**config.mk**
```make
export PLATFORM = sky130hd
export DESIGN_NAME = frog_hop_ctrl
export DESIGN_NICKNAME = d
export VERILOG_FILES = /design/src/rtl/frog_pkg.sv /design/src/rtl/key_press.sv /design/src/rtl/frog_hop_ctrl.sv
export SDC_FILE = /design/constraint.sdc
export NUM_CORES = 1
export LEC_CHECK = 0
export ABC_AREA = 1
export ABC_CLOCK_PERIOD_IN_PS = 1780
export BUFFER_PORTS_ARGS = -buffer_cell sky130_fd_sc_hd__buf_2
export CAP_MARGIN = 20
export CORE_ASPECT_RATIO = 2
export CORE_MARGIN = 2
export CORE_UTILIZATION = 45
export CTS_CLUSTER_DIAMETER = 60
export CTS_CLUSTER_SIZE = 20
export DETAILED_ROUTE_END_ITERATION = 16
export GPL_ROUTABILITY_DRIVEN = 1
export PLACE_DENSITY = 0.66
export REMOVE_ABC_BUFFERS = 1
export SLEW_MARGIN = 5
export SYNTH_ARGS = -nofsm -noshare
export SYNTH_HDL_FRONTEND = slang
export SYNTH_SLANG_ARGS = --single-unit
export TNS_END_PERCENT = 50
```
**constraint.sdc**
```tcl
create_clock -name clk -period 1.78 [get_ports clk]
set_input_delay 0.089 -clock clk [delete_from_list [all_inputs] [get_ports clk]]
set_output_delay 0.089 -clock clk [all_outputs]
set_load 0.01 [all_outputs]
```
**src/rtl/frog_pkg.sv**
```systemverilog
// rtl/frog_pkg.sv - shared state codes, lane constants and lane-move helper
package frog_pkg;

  localparam logic [1:0] IDLE = 2'd0;
  localparam logic [1:0] PLAY = 2'd1;
  localparam logic [1:0] HIT  = 2'd2;
  localparam logic [1:0] OVER = 2'd3;

  localparam logic [2:0] LANE_L = 3'b100;
  localparam logic [2:0] LANE_M = 3'b010;
  localparam logic [2:0] LANE_R = 3'b001;

  // One-lane move; simultaneous presses cancel and the outer lanes are walls
  function automatic logic [2:0] lane_step(input logic [2:0] pos,
                                           input logic go_l,
                                           input logic go_r);
    logic [2:0] nxt;
    nxt = pos;
    if (go_l && !go_r && pos != LANE_L) begin
      nxt = {pos[1:0], 1'b0};
    end else if (go_r && !go_l && pos != LANE_R) begin
      nxt = {1'b0, pos[2:1]};
    end
    return nxt;
  endfunction

endpackage

```
**src/rtl/key_press.sv**
```systemverilog
// rtl/key_press.sv - two-flop synchronizer plus single-cycle press pulse
module key_press (
  input  logic clk,
  input  logic reset,
  input  logic key_raw,
  output logic press
);

  logic sync0_q, sync0_d;
  logic sync1_q, sync1_d;
  logic prev_q, prev_d;

  // Shift the raw key through the synchronizer and remember the last synced level
  always_comb begin
    sync0_d = key_raw;
    sync1_d = sync0_q;
    prev_d  = sync1_q;
  end

  // Register the synchronizer chain
  always_ff @(posedge clk) begin
    if (reset) begin
      sync0_q <= 1'b0;
      sync1_q <= 1'b0;
      prev_q  <= 1'b0;
    end else begin
      sync0_q <= sync0_d;
      sync1_q <= sync1_d;
      prev_q  <= prev_d;
    end
  end

  // A press is the first cycle the synced level is high, so a held key moves once
  assign press = sync1_q & ~prev_q;

endmodule

```
**src/rtl/frog_hop_ctrl.sv**
```systemverilog
// rtl/frog_hop_ctrl.sv - frog lane tracking, collision check, lives/score FSM
module frog_hop_ctrl
  import frog_pkg::*;
#(
  parameter int LIVES     = 3,
  parameter int LIFE_W    = 2,
  parameter int SCORE_W   = 8,
  parameter int HIT_TICKS = 4
) (
  input  logic               clk,
  input  logic               reset,
  input  logic               start,
  input  logic               key_l,
  input  logic               key_r,
  input  logic               tick,
  input  logic [2:0]         pattern,
  output logic [2:0]         frog_pos,
  output logic [LIFE_W-1:0]  lives,
  output logic [SCORE_W-1:0] score,
  output logic               playing,
  output logic               game_over
);

  localparam int COOL_W = $clog2(HIT_TICKS + 1);

  localparam logic [LIFE_W-1:0]  LIVES_INIT = LIFE_W'(LIVES);
  localparam logic [LIFE_W-1:0]  LIFE_ONE   = LIFE_W'(1);
  localparam logic [SCORE_W-1:0] SCORE_ONE  = SCORE_W'(1);
  localparam logic [SCORE_W-1:0] SCORE_MAX  = {SCORE_W{1'b1}};
  localparam logic [COOL_W-1:0]  COOL_INIT  = COOL_W'(HIT_TICKS);
  localparam logic [COOL_W-1:0]  COOL_ONE   = COOL_W'(1);

  logic press_l, press_r;

  logic [1:0]         state_q, state_d;
  logic [2:0]         frog_q, frog_d;
  logic [LIFE_W-1:0]  lives_q, lives_d;
  logic [SCORE_W-1:0] score_q, score_d;
  logic [COOL_W-1:0]  cool_q, cool_d;
  logic               playing_q, playing_d;
  logic               over_q, over_d;
  logic               collide;

  key_press u_key_l (
    .clk     (clk),
    .reset   (reset),
    .key_raw (key_l),
    .press   (press_l)
  );

  key_press u_key_r (
    .clk     (clk),
    .reset   (reset),
    .key_raw (key_r),
    .press   (press_r)
  );

  // Game FSM: load on start, step lives/score/cooldown on tick, move on presses
  always_comb begin
    state_d = state_q;
    frog_d  = frog_q;
    lives_d = lives_q;
    score_d = score_q;
    cool_d  = cool_q;
    // Collision uses the lane the frog occupied before any move this cycle
    collide = |(frog_q & pattern);

    case (state_q)
      IDLE, OVER: begin
        if (start) begin
          state_d = PLAY;
          lives_d = LIVES_INIT;
          score_d = '0;
          frog_d  = LANE_M;
          cool_d  = '0;
        end
      end
      PLAY: begin
        frog_d = lane_step(frog_q, press_l, press_r);
        if (tick) begin
          if (collide) begin
            if (lives_q == LIFE_ONE) begin
              lives_d = '0;
              state_d = OVER;
            end else begin
              lives_d = lives_q - LIFE_ONE;
              state_d = HIT;
              cool_d  = COOL_INIT;
            end
          end else if (score_q != SCORE_MAX) begin
            score_d = score_q + SCORE_ONE;
          end
        end
      end
      HIT: begin
        frog_d = lane_step(frog_q, press_l, press_r);
        if (tick) begin
          if (cool_q == COOL_ONE) begin
            state_d = PLAY;
          end else begin
            cool_d = cool_q - COOL_ONE;
          end
        end
      end
      default: begin
        state_d = IDLE;
      end
    endcase

    playing_d = (state_d == PLAY) || (state_d == HIT);
    over_d    = (state_d == OVER);
  end

  // Register game state and the decoded status outputs
  always_ff @(posedge clk) begin
    if (reset) begin
      state_q   <= IDLE;
      frog_q    <= LANE_M;
      lives_q   <= '0;
      score_q   <= '0;
      cool_q    <= '0;
      playing_q <= 1'b0;
      over_q    <= 1'b0;
    end else begin
      state_q   <= state_d;
      frog_q    <= frog_d;
      lives_q   <= lives_d;
      score_q   <= score_d;
      cool_q    <= cool_d;
      playing_q <= playing_d;
      over_q    <= over_d;
    end
  end

  assign frog_pos  = frog_q;
  assign lives     = lives_q;
  assign score     = score_q;
  assign playing   = playing_q;
  assign game_over = over_q;

endmodule

```
==> impl_results.md <==
- Outcome: completed
- Final Slew Violations: 0
- Area of the multi-input gates: 825 um2
- Synthesis-to-layout area growth: 18.0%
- Post-synthesis sequential area ratio: 35.1%
- Antenna violations before repair: 0
- Critical path type: flop to flop
- Maximum level of the CTS H-tree: 1
- Most repeated library cell on the critical path: nor2_1
- Setup repair after global routing missed its margin: no
- Cell taking the most area after synthesis: dfxtp_1
- Main area contributors after synthesis: dfxtp_1 (35%), nand2_1 (18%), inv_1 (9.9%)
- Total die area: 3800 um2
- Bufs on Longest Clock Path: 2
- Total detailed-routing wirelength: ~3300 um
- Sum of met2 wire segment lengths after detailed routing: 1830 um
- FF+latch count, synth: 26
- Worst-path maximum fanout: 7
- X dimension of the die: 44.6 um
- Post-route non-filler standard cell count: 300
- Tcrit/Tclk final: 91.5%
- CTS tree: done
- Initial Util: ~47%
- Clock-pin slew on the worst setup and hold paths: 80 ps
- CP cell instances: inv_1 -> ha_4 -> nand2_2 -> o21ai_2 -> nor2_4 -> nand3_2 -> nor2_2 -> nor2_1 -> nor2_1
- # setup viols final: 0
- Final Hold Violating Endpoints: 0
- Critical R2R Capture: score[6]
- Cts bufs inserted: 3
- Mean Syn Cell Area: approximately 6.2 um2
- Met3 Wirelength: 65 um
- Count of input and output buffers: 23
- Highest metal layer used by the detailed router: met4
- Pwr Total: approximately 1600 uW
- Commonest non-fill, non-tap cells in the layout: nand2_1 (72), inv_1 (39), nor2_1 (39)
- Final critical-path setup slack: 151 ps
- Category of the worst setup path launch point: flop
- Delay contributed by the slowest stage of the critical path: between 300 and 400 ps
- Vias in the first global route: roughly 1.4k
- Beginning of the worst register-to-register path: state_q[0]
- Final weighted congestion in routability-driven placement: 0.868
- End point of the critical path: score[6]
- Endpoint arrival time on the critical path: 1850 ps
- Num rows: 29
- Setup slack, reg-to-reg: 150 ps
- LEAKAGE: 0.000915 uW
- Gate Count Post-Synth: 240
- Maximum number of pins on one net before global-route repair: 16
- Core ar.: between 3000 and 4000 um2
- Path type of the worst min-delay path: input pin to flop
- Library cell used as clock root buffer: clkbuf_8
- Final #Nets: 286
- Mean number of vias per cell: approximately 5
- First-pass DRT Iterations: 4
- Detail-routed net length per standard cell: between 10 and 15 um
- Total global-route track usage: 19.0%
- Die height: 85.2 um
- Reported max-cap violation count: 0
- Worst-margin pin slew: 359 ps
- Most common library cell in the layout ignoring fill and taps: nand2_1
- Top cell type's share of synthesized area: about a third
- Clock network latency to the later pin of the worst-skew pair: around 270 ps
- Final hold slack: 15.0 ps
- Sequential cell area: about 520 um2
- P per Cell Area: about 900 nW/um2
- Fraction of layout instances using a drive strength above 1: 16.4%
- Worst setup skew after layout: approximately 2.5 ps
- Required time of the worst setup path: 2000 ps
- Count of cells along the worst register-to-register path: 9
- Top-level I/O count: 24
- Setup total negative slack: 0 ps
- Maximum VDD drop: 695 uV
- Clock Sink Count: 26
- Syn Std Cell Area: 1480 um2
- Diodes inserted: 0
- Slowest cell on the critical path: dfxtp_1
- Post-synth cell types: 20
- Endpoint kind of the worst setup timing path: flop
- Number of DRC markers after the initial detailed-route iteration: 23
- Sum of routed wire segments on met1: 1310 um
- Pre-CTS setup slack: 64.4 ps
- Fmax: 614 MHz
- Global-route wire length before repair: 5530 um
- Worst relative slew slack: 76.0%
- Count of antenna-violating nets left after detailed routing: 0
- Fillcell total: 336
- Via total after detailed routing: 1501
- DRC Markers: 0
- First element of the critical path: state_q[0]
- Final HPWL DP: approximately 2500 um
- Number of placed instances, taps included: 293
- Total of warnings raised by yosys: 0
- Tmin final: 1630 ps
- Remaining global-route overflow: 0
[per-layer routing]
layer / vias up / track usage (%)
met4: 0 / 7.99
met5: - / 0
met1: 668 / 19.5
met3: 7 / 1.91
met2: 27 / 36.0
li1: 799 / -
[cells in the mapped netlist]
library cell / count
buf_2: 2
nand3_2: 1
nor3_1: 2
nor2_1: 39
buf_6: 1
a21oi_1: 13
nor2_2: 1
o21bai_1: 1
nor2_4: 1
nand2_2: 1
inv_2: 1
ha_1: 7
nand4_1: 4
nand3_1: 22
clkbuf_1: 2
dfxtp_1: 26
o21ai_0: 3
nand2_1: 73
o21ai_2: 1
inv_1: 39
[flip-flops by register name, indices dropped and copies added (netlist names), 2 cells and up]
name,count
score,8
cool_q,3
state_q,2
lives,2
frog_pos,3
[worst max-delay path: cells and delay by family, from the launching register on]
family / cells / cell delay [ps]
AO/OA/AOI/OAI: 1 / 90
adder cells (fa/ha/maj): 1 / 240
buffers and inverters: 1 / 150
flip-flops: 1 / 320
AND/OR/NAND/NOR: 6 / 780
[report_power, final]
group | switching (uW) | leakage [uW] | internal, uW
logic | 307 | 0.000673 | 191
clock network | 182 | 0.0000288 | 198
registers | 39.5 | 0.000213 | 635
[what timing repair did]
| item | CTS | global route |
|---|---|---|
| gates resized for setup | 0 | 5 |
| hold endpoints to repair | 0 | 0 |
| setup endpoints to repair | 0 | 9 |
| hold buffers | 0 | 0 |
| setup buffers | 0 | 2 |
[cell type report]
type	count	share of cell area, %
multi-input cells	170	47.1
flip-flops and latches	26	29.8
repair buffers	29	9.16
inverters	40	8.58
clock buffers	4	3.15
well taps	31	2.22
[per-stage QoR]
stage          instance area (um2)  utilization (%)
5_1_grt                       1750             55.4
3_5_place_dp                  1640             51.9
4_1_cts                       1690             53.6
6_report                      1750             55.4
2_1_floorplan                 1450                -
3_3_place_gp                  1640             51.9
[logic make-up (layout without fill, tap and decap cells)]
family / after synthesis / count (layout) / share of synthesized area [%]
adder cells (fa/ha/maj): 7 / 7 / 5.91
AND/OR/NAND/NOR: 144 / 145 / 40.4
buffers and inverters: 45 / 73 / 12.1
flip-flops: 26 / 26 / 35.1
AO/OA/AOI/OAI: 18 / 18 / 6.50
[worst min-delay path by stage]
stage / from / to / slack [ps] / depth (start not counted)
after global routing: key_l / u_key_l.sync0_q / 10 / 3
after CTS: key_l / u_key_l.sync0_q / 9 / 3
final: key_l / u_key_l.sync0_q / 20 / 3
after global placement: key_l / u_key_l.sync0_q / 290 / 3
after detailed placement: key_r / u_key_r.sync0_q / 300 / 3
after floorplan: reset / cool_q[1] / 160 / 1
No activity file was read; power rests on OpenSTA's default activity.
